### src/rtl/instr_sequencer.sv
// Instruction fetch/issue sequencer: fetches ROM bytes, strobes Op/Bit to the decoder, applies branch targets.
// Optional single-step mode: define INSTR_SEQ_STEP_EN to add the Step input and the STEPWAIT state.
module instr_sequencer #(
  parameter int unsigned PC_WIDTH = 8,
  parameter int unsigned RESET_PC = 0
) (
  input  logic                Clock,
  input  logic                nReset,
  input  logic                Run,
  output logic                RomReq,
  output logic [PC_WIDTH-1:0] RomAddr,
  input  logic                RomAck,
  input  logic [7:0]          RomData,
  output logic [3:0]          Op,
  output logic [3:0]          Operand,
  output logic                Bit,
  input  logic                Jump,
  input  logic                Taken,
  output logic [PC_WIDTH-1:0] Pc,
  output logic                Halted
`ifdef INSTR_SEQ_STEP_EN
  ,
  input  logic                Step
`endif
);

  localparam int unsigned IR_WIDTH = 8;

  if (PC_WIDTH < 8 || PC_WIDTH > 12) begin : g_pc_width_check
    $error("instr_sequencer: PC_WIDTH must be in 8..12");
  end

  typedef enum logic [2:0] {
    IDLE     = 3'd0,
    FETCH    = 3'd1,
    ISSUE    = 3'd2,
    TARGET   = 3'd3,
    STEPWAIT = 3'd4
  } state_t;

  state_t                state_q;
  state_t                state_d;
  state_t                resume_state;
  logic [PC_WIDTH-1:0]   pc_d;
  logic [IR_WIDTH-1:0]   ir_q;
  logic [IR_WIDTH-1:0]   ir_d;
  logic                  taken_q;
  logic                  taken_d;

  // Where an instruction lands once it has fully completed.
  always_comb begin
    resume_state = IDLE;
    if (Run) begin
`ifdef INSTR_SEQ_STEP_EN
      resume_state = STEPWAIT;
`else
      resume_state = FETCH;
`endif
    end
  end

  // Next-state and next-datapath values; ROM acks only matter in the requesting states.
  always_comb begin
    state_d = state_q;
    pc_d    = Pc;
    ir_d    = ir_q;
    taken_d = taken_q;
    case (state_q)
      IDLE: begin
        if (Run) state_d = FETCH;
      end
      FETCH: begin
        if (RomAck) begin
          ir_d    = RomData;
          pc_d    = Pc + PC_WIDTH'(1);
          state_d = ISSUE;
        end
      end
      ISSUE: begin
        taken_d = Taken;
        state_d = Jump ? TARGET : resume_state;
      end
      TARGET: begin
        if (RomAck) begin
          pc_d    = taken_q ? PC_WIDTH'(RomData) : Pc + PC_WIDTH'(1);
          state_d = resume_state;
        end
      end
`ifdef INSTR_SEQ_STEP_EN
      STEPWAIT: begin
        if (!Run)      state_d = IDLE;
        else if (Step) state_d = FETCH;
      end
`endif
      default: state_d = IDLE;
    endcase
  end

  // Outputs are decoded from the next state so they are registered and valid for the whole state.
  always_ff @(posedge Clock or negedge nReset) begin
    if (!nReset) begin
      state_q <= IDLE;
      Pc      <= PC_WIDTH'(RESET_PC);
      ir_q    <= '0;
      taken_q <= 1'b0;
      RomReq  <= 1'b0;
      RomAddr <= PC_WIDTH'(RESET_PC);
      Bit     <= 1'b0;
      Halted  <= 1'b1;
    end else begin
      state_q <= state_d;
      Pc      <= pc_d;
      ir_q    <= ir_d;
      taken_q <= taken_d;
      RomReq  <= (state_d == FETCH) || (state_d == TARGET);
      RomAddr <= pc_d;
      Bit     <= (state_d == ISSUE);
      Halted  <= (state_d == IDLE);
    end
  end

  assign Op      = ir_q[7:4];
  assign Operand = ir_q[3:0];

endmodule

### config.mk
export PLATFORM = sky130hd
export DESIGN_NAME = instr_sequencer
export DESIGN_NICKNAME = d
export VERILOG_FILES = /design/src/rtl/instr_sequencer.sv
export SDC_FILE = /design/constraint.sdc
export NUM_CORES = 1
export LEC_CHECK = 0
export BUFFER_PORTS_ARGS = -buffer_cell sky130_fd_sc_hd__buf_2
export CELL_PAD_IN_SITES_DETAIL_PLACEMENT = 0
export CELL_PAD_IN_SITES_GLOBAL_PLACEMENT = 1
export CORE_MARGIN = 2
export CORE_UTILIZATION = 35
export DETAILED_ROUTE_END_ITERATION = 8
export GPL_ROUTABILITY_DRIVEN = 0
export GPL_TIMING_DRIVEN = 0
export HOLD_SLACK_MARGIN = 0.02
export PLACE_DENSITY_LB_ADDON = 0.25
export REMOVE_ABC_BUFFERS = 1
export SETUP_SLACK_MARGIN = 0.1
export SLEW_MARGIN = 20
export SYNTH_ARGS = -nofsm -noshare
export SYNTH_HDL_FRONTEND = slang
export SYNTH_SLANG_ARGS = --single-unit
### constraint.sdc
create_clock -name Clock -period 1.5 [get_ports Clock]
set_input_delay 0.075 -clock Clock [delete_from_list [all_inputs] [get_ports Clock]]
set_output_delay 0.075 -clock Clock [all_outputs]
set_load 0.005 [all_outputs]
==> impl_metrics.toml, run 1 <==
[logic_synthesis]
ys_types = 34
ys_ff_latch = 23
ys_seq_area_frac = 0.487
syn-cell-area_sq_um = 1180
syn_area_per_cell_sq_um = 11.8
synth_cells = 100
ys_warn_count = 0

[worst_setup_path]
critPathMaxFanout = 6
cp_common_cell = "o22a_1"
slowest_stage = "dfrtp_2"
crit_chain = "ha_2, nand3_2, nand2b_4, o22a_1, o22a_1"
start_kind = "register"
required_ps = 1720
worstPathArrival_ps = 1570
cpPeakStageDelay_ps = 440
critPathKind = "reg -> reg"
cp-end-kind = "register"
reg2reg_slack_ps = 150

[power_and_ir_drop]
pwr_density_cell_nw_per_um2 = 1130
vdd_drop_max_mv = 0.402
total_power_w = 0.00182
p_leak_nw = 0.785

[floorplanning]
rows = 21
die_w_microns = 62.2
initial_utilization = 0.360
coreArea_sq_um = 3280
fp.dieH_microns = 62.2
ios = 41
die_area_sq_um = 3860

[sta]
period_needed_ps = 1350
rsz0062_at_grt = "yes"
max_slew.worst_pin.slew_ps = 523
finalMaxSlewViolations = 0
hold_viol_final = 0
fmax_mhz = 739
final.period_utilization = 0.902
hold-worst-slack_ps = 46.2
maxSlewHeadroom = 0.651
setup_viol = 0
fin_skew_ps = 3.48

[clocking]
clk_pin_slew_worst_paths_ps = 130
cts.sink_count = 23
root_buffer = "clkbuf_4"
cts_tree = "done"
insertion_delay_ps = 310
cts_htree_levels = 1
cts_buffers = 3
clock_path_buffers = 2

[grt]
antenna_found_initial = 0
grt_start_max_net_pins = 24
grt.total_usage = 0.144
grt_pass1_vias = 946
grt_pass1_wl_microns = 4410
grt.overflow.total = 0

[outcome]
outcome = "complete, no violations"

[route]
drcViolationCount = 0
routed_via_density = 4.88
drtIter0Drc = 74
dr_total_vias = 980
final_antenna_net_count = 0
drt_wl_total_microns = 2720
drt-pass1-iter-count = 4
wl_per_cell_microns = 13.5

[cells_and_area]
final_common_cell = "buf_2"
synthToLayoutAreaGrowth_pct = 36.0
drive_gt1_frac = 0.555
num_antenna_cells = 0
nets = 171
nFillCells = 322
mostFrequentLayoutCells = "buf_2 (40), dfrtp_1 (15), buf_4 (11)"

[hold_path]
min-delay-path-class = "in -> reg"

[job]
cap_violations = 0

[placed_design]
hpwl_microns = 1650
port_buffers = 40
==> synth_stat cells <==
| cell | n | area [sq um] |
|---|---|---|
| nor2_1 | 6 | 22.5 |
| inv_1 | 1 | 3.75 |
| nor2_8 | 1 | 20.0 |
| mux2i_1 | 2 | 20.0 |
| ha_1 | 1 | 12.5 |
| nand2_1 | 4 | 15.0 |
| dfstp_2 | 1 | 26.3 |
| conb_1 | 1 | 3.75 |
| buf_6 | 4 | 45.0 |
| nand2b_1 | 2 | 12.5 |
| and3b_1 | 1 | 8.76 |
| a221o_1 | 1 | 10.0 |
| xnor2_1 | 1 | 8.76 |
| dfrtp_1 | 22 | 551 |
| o2bb2ai_1 | 1 | 8.76 |
| buf_4 | 8 | 60.1 |
| nand4b_4 | 1 | 23.8 |
| nand4_2 | 1 | 12.5 |
| a31oi_1 | 1 | 6.26 |
| mux2_2 | 9 | 101 |
| a21oi_1 | 9 | 45.0 |
| a2111oi_2 | 1 | 15.0 |
| o22ai_1 | 2 | 12.5 |
| o22a_1 | 2 | 17.5 |
| nand3b_4 | 1 | 20.0 |
| o21ai_0 | 4 | 20.0 |
| a21oi_2 | 1 | 8.76 |
| nand2_2 | 1 | 6.26 |
| nor3b_1 | 1 | 7.51 |
| a211o_1 | 1 | 8.76 |
| o21ai_1 | 1 | 5.00 |
| nand3_1 | 5 | 25.0 |
| a22oi_2 | 1 | 12.5 |
| a211oi_1 | 1 | 7.51 |
==> timing repair <==
| item | 4_1_cts | 5_1_grt |
|---|---|---|
| gates resized for setup | 4 | 8 |
| setup buffers | 4 | 7 |
| cloned | 1 | 1 |
| endpoints found under the hold margin | 32 | 0 |
| pin swaps | 1 | 0 |
| setup endpoints to repair | 17 | 14 |
| hold buffers | 10 | 0 |
==> critical path, delay by kind of cell, from the launching register on <==
kind                     cells  cell delay, ps
flip-flops                   1             440
adder cells (fa/ha/maj)      1             220
AO/OA/AOI/OAI                2             360
AND/OR/NAND/NOR              2             240
==> per-stage QoR <==
stage | worst slack [ps] | area [sq um] | cells | util | TNS (ps)
floorplan | 52.3 | 1080 | 88 | - | 0
global placement | -94.5 | 1340 | 174 | 0.407 | -151
detailed placement | -126 | 1340 | 174 | 0.407 | -243
CTS | 68.1 | 1510 | 193 | 0.460 | 0
global route | 84.3 | 1610 | 201 | 0.490 | 0
finish | 147 | 1610 | 201 | 0.490 | 0
==> registers in the layout, indices dropped and copies added (netlist names) <==
| register | count |
|---|---|
| Bit | 1 |
| state_q | 3 |
| ir_q | 8 |
| Pc | 8 |
| taken_q | 1 |
| Halted | 1 |
| RomReq | 1 |
==> cells by family (layout without fill, tap and decap cells) <==
kind of cell,after synthesis,count (layout),share of synthesized area
AO/OA/AOI/OAI,26,26,0.150
XOR/XNOR,1,1,0.00740
adder cells (fa/ha/maj),1,1,0.0106
buffers and inverters,13,66,0.0920
flip-flops,23,23,0.487
multiplexers,11,11,0.103
other,1,1,0.00317
AND/OR/NAND/NOR,24,26,0.147
==> final timing paths <==
kind	start	endpoint	depth (start not counted)
worst max-delay path	Pc[0]	Pc[4]	5
worst min-delay path	Run	RomReq	3
worst max register to register	Pc[0]	Pc[4]	5
worst min register to register	ir_q[7]	ir_q[7]	1
max in group asynchronous	nReset	state_q[0]	2
min in group asynchronous	nReset	ir_q[4]	2
==> layer usage <==
layer | GRT usage | wire length (microns)
met2 | 0.240 | 1390
met1 | 0.182 | 1200
met5 | 0 | 0
met3 | 0.0290 | 114
met4 | 0.0583 | 18
==> report_power, final <==
| group | total (W) | switching (W) | leakage, nW | internal (W) |
|---|---|---|---|---|
| combinational | 0.000591 | 0.000242 | 0.488 | 0.000349 |
| clock | 0.000294 | 0.000194 | 0.0177 | 0.0000997 |
| sequential | 0.000932 | 0.000157 | 0.280 | 0.000776 |
==> layout make-up <==
type / count / area, sq um / share of cell area
sequential: 23 / 586 / 0.364
clock buffer: 3 / 22.5 / 0.0140
inverter: 1 / 3.75 / 0.00233
multi-input combinational: 66 / 553 / 0.343
tap: 46 / 57.6 / 0.0357
timing repair buffer: 61 / 383 / 0.238
clock inverter: 1 / 5.00 / 0.00311
(Power assumes the default switching activity.)
==> run 2: changes to the inputs <==
- CORE_UTILIZATION: 35 -> 34
- clock period: 1.5 -> 1.14 ns (I/O delays scaled with it)
==> impl_metrics.toml, run 2 (synthesis results as in run 1) <==
[outcome]
outcome = "finished with violations"
failed_checks = "setup timing"

[floorplanning]
fp.dieH_microns = 63
die_w_microns = 63
coreArea_sq_um = 3340
die_area_sq_um = 3970
ios = 41
rows = 21
initial_utilization = 0.355

[power_and_ir_drop]
p_seq_frac = 0.429
vdd_drop_max_mv = 0.643
p_leak_nw = 0.939
p_sw_frac = 0.325
clkPwrFrac = 0.137
p_switching_w = 0.000945
internal-power_w = 0.00196
pwr-share-comb = 0.435
total_power_w = 0.00291
pwr_density_cell_nw_per_um2 = 1520

[sta]
hold-worst-slack_ps = 94.2
setup_viol = 20
fin_skew_ps = 5.72
fmax_mhz = 755
maxSlewHeadroom = 0.648
finalMaxSlewViolations = 0
final.period_utilization = 1.16
fin_ws_ps = -184
fin_setup_tns_ps = -2490
rsz0062_at_grt = "yes"
max_slew.worst_pin.slew_ps = 527
hold_viol_final = 0
period_needed_ps = 1320

[route]
wl_per_cell_microns = 14.5
final_antenna_net_count = 0
drt_wl_total_microns = 3170
drt-pass1-iter-count = 4
dr_total_vias = 1046
drcViolationCount = 0
routed_via_density = 4.78
drtIter0Drc = 57

[clocking]
cts_tree = "done"
cts_htree_levels = 1
clock_path_buffers = 2
root_buffer = "clkbuf_4"
insertion_delay_ps = 320
clk_pin_slew_worst_paths_ps = 140
cts.sink_count = 23
cts_buffers = 3

[hold_path]
worst_hold_path.endpoint = "RomReq"
holdPathStages = 4
min-delay-path-class = "in -> reg"
min_from = "Run"

[grt]
grt_start_max_net_pins = 24
grt.overflow.total = 0
grt_pass1_wl_microns = 4770
antenna_found_initial = 0
grt_pass1_vias = 1004
grt.total_usage = 0.150

[cells_and_area]
final_cells = 219
nFillCells = 290
final_common_cell = "buf_2"
num_antenna_cells = 0
reg_top3 = "Pc: 8 flops, ir_q: 8 flops, state_q: 3 flops"
nets = 189
mostFrequentLayoutCells = "buf_2 (35), buf_4 (19), dfrtp_1 (14)"
drive_gt1_frac = 0.653
synthToLayoutAreaGrowth_pct = 62.2

[job]
cap_violations = 0

[worst_setup_path]
worstPathArrival_ps = 1540
cp-end-kind = "register"
reg2reg_from = "Pc[1]"
required_ps = 1360
critPathKind = "reg -> reg"
worstReg2RegEnd = "Pc[4]"
critPathMaxFanout = 4
reg2reg_slack_ps = -180
reg2regPathDepth = 5
start_kind = "register"

[placed_design]
hpwl_microns = 1700
numPlacedInstances = 174
port_buffers = 40
pre_cts_slack_ps = -482
[run 2: layer usage]
layer,share of wire,up-vias,global-route usage
met3,0.037,4,0.0234
met4,0.0079,0,0.0417
met1,0.45,511,0.200
li1,-,505,-
met2,0.50,26,0.251
met5,0,-,0
[run 2: metrics by stage]
step	cell area (sq um)	utilization
after CTS	1730	0.519
after detailed placement	1340	0.400
after global routing	1920	0.575
after global placement	1340	0.400
final	1920	0.575
after floorplan	1080	-
[run 2: what timing repair did]
action | CTS | global route
endpoints found under the hold margin | 33 | 0
gates cloned | 1 | 1
endpoints found under the setup margin | 23 | 35
hold buffers | 11 | 0
gates resized for setup | 24 | 23
pin swaps | 8 | 9
buffers inserted | 17 | 11
[run 2: how the worst max path moves through the flow]
stage / startpoint / to / slack (ps) / cells after the start
floorplan: state_q[1] / Pc[4] / -310 / 3
global placement: state_q[1] / Pc[4] / -460 / 3
detailed placement: state_q[1] / Pc[4] / -480 / 3
CTS: state_q[2] / ir_q[5] / -170 / 3
global route: Pc[1] / Pc[4] / -240 / 5
finish: Pc[1] / Pc[4] / -180 / 5
[run 2: power groups by stage]
stage	Sequential (W)	Combinational [W]	Clock (W)
global placement	0.00122	0.000605	0
finish	0.00125	0.00126	0.000397
CTS	0.00122	0.000964	0.000412
detailed placement	0.00124	0.000605	0
floorplan	0.00124	0.000261	0
global route	0.00128	0.00136	0.000466
[run 2: worst max-delay path: stages, from the launching register on]
cell	delay (ps)
dfrtp_1	450
ha_2	220
nand3_2	70
nand2b_4	150
o22a_1	150
o22a_1	190
[run 2: area by class of cell]
| type | count | area [sq um] | area share |
|---|---|---|---|
| flip-flops and latches | 23 | 587 | 0.306 |
| inverters | 1 | 3.75 | 0.00196 |
| clock buffers | 3 | 22.5 | 0.0117 |
| clock inverters | 1 | 5.00 | 0.00261 |
| repair buffers | 79 | 603 | 0.314 |
| well taps | 46 | 57.6 | 0.0300 |
| multi-input cells | 66 | 641 | 0.334 |
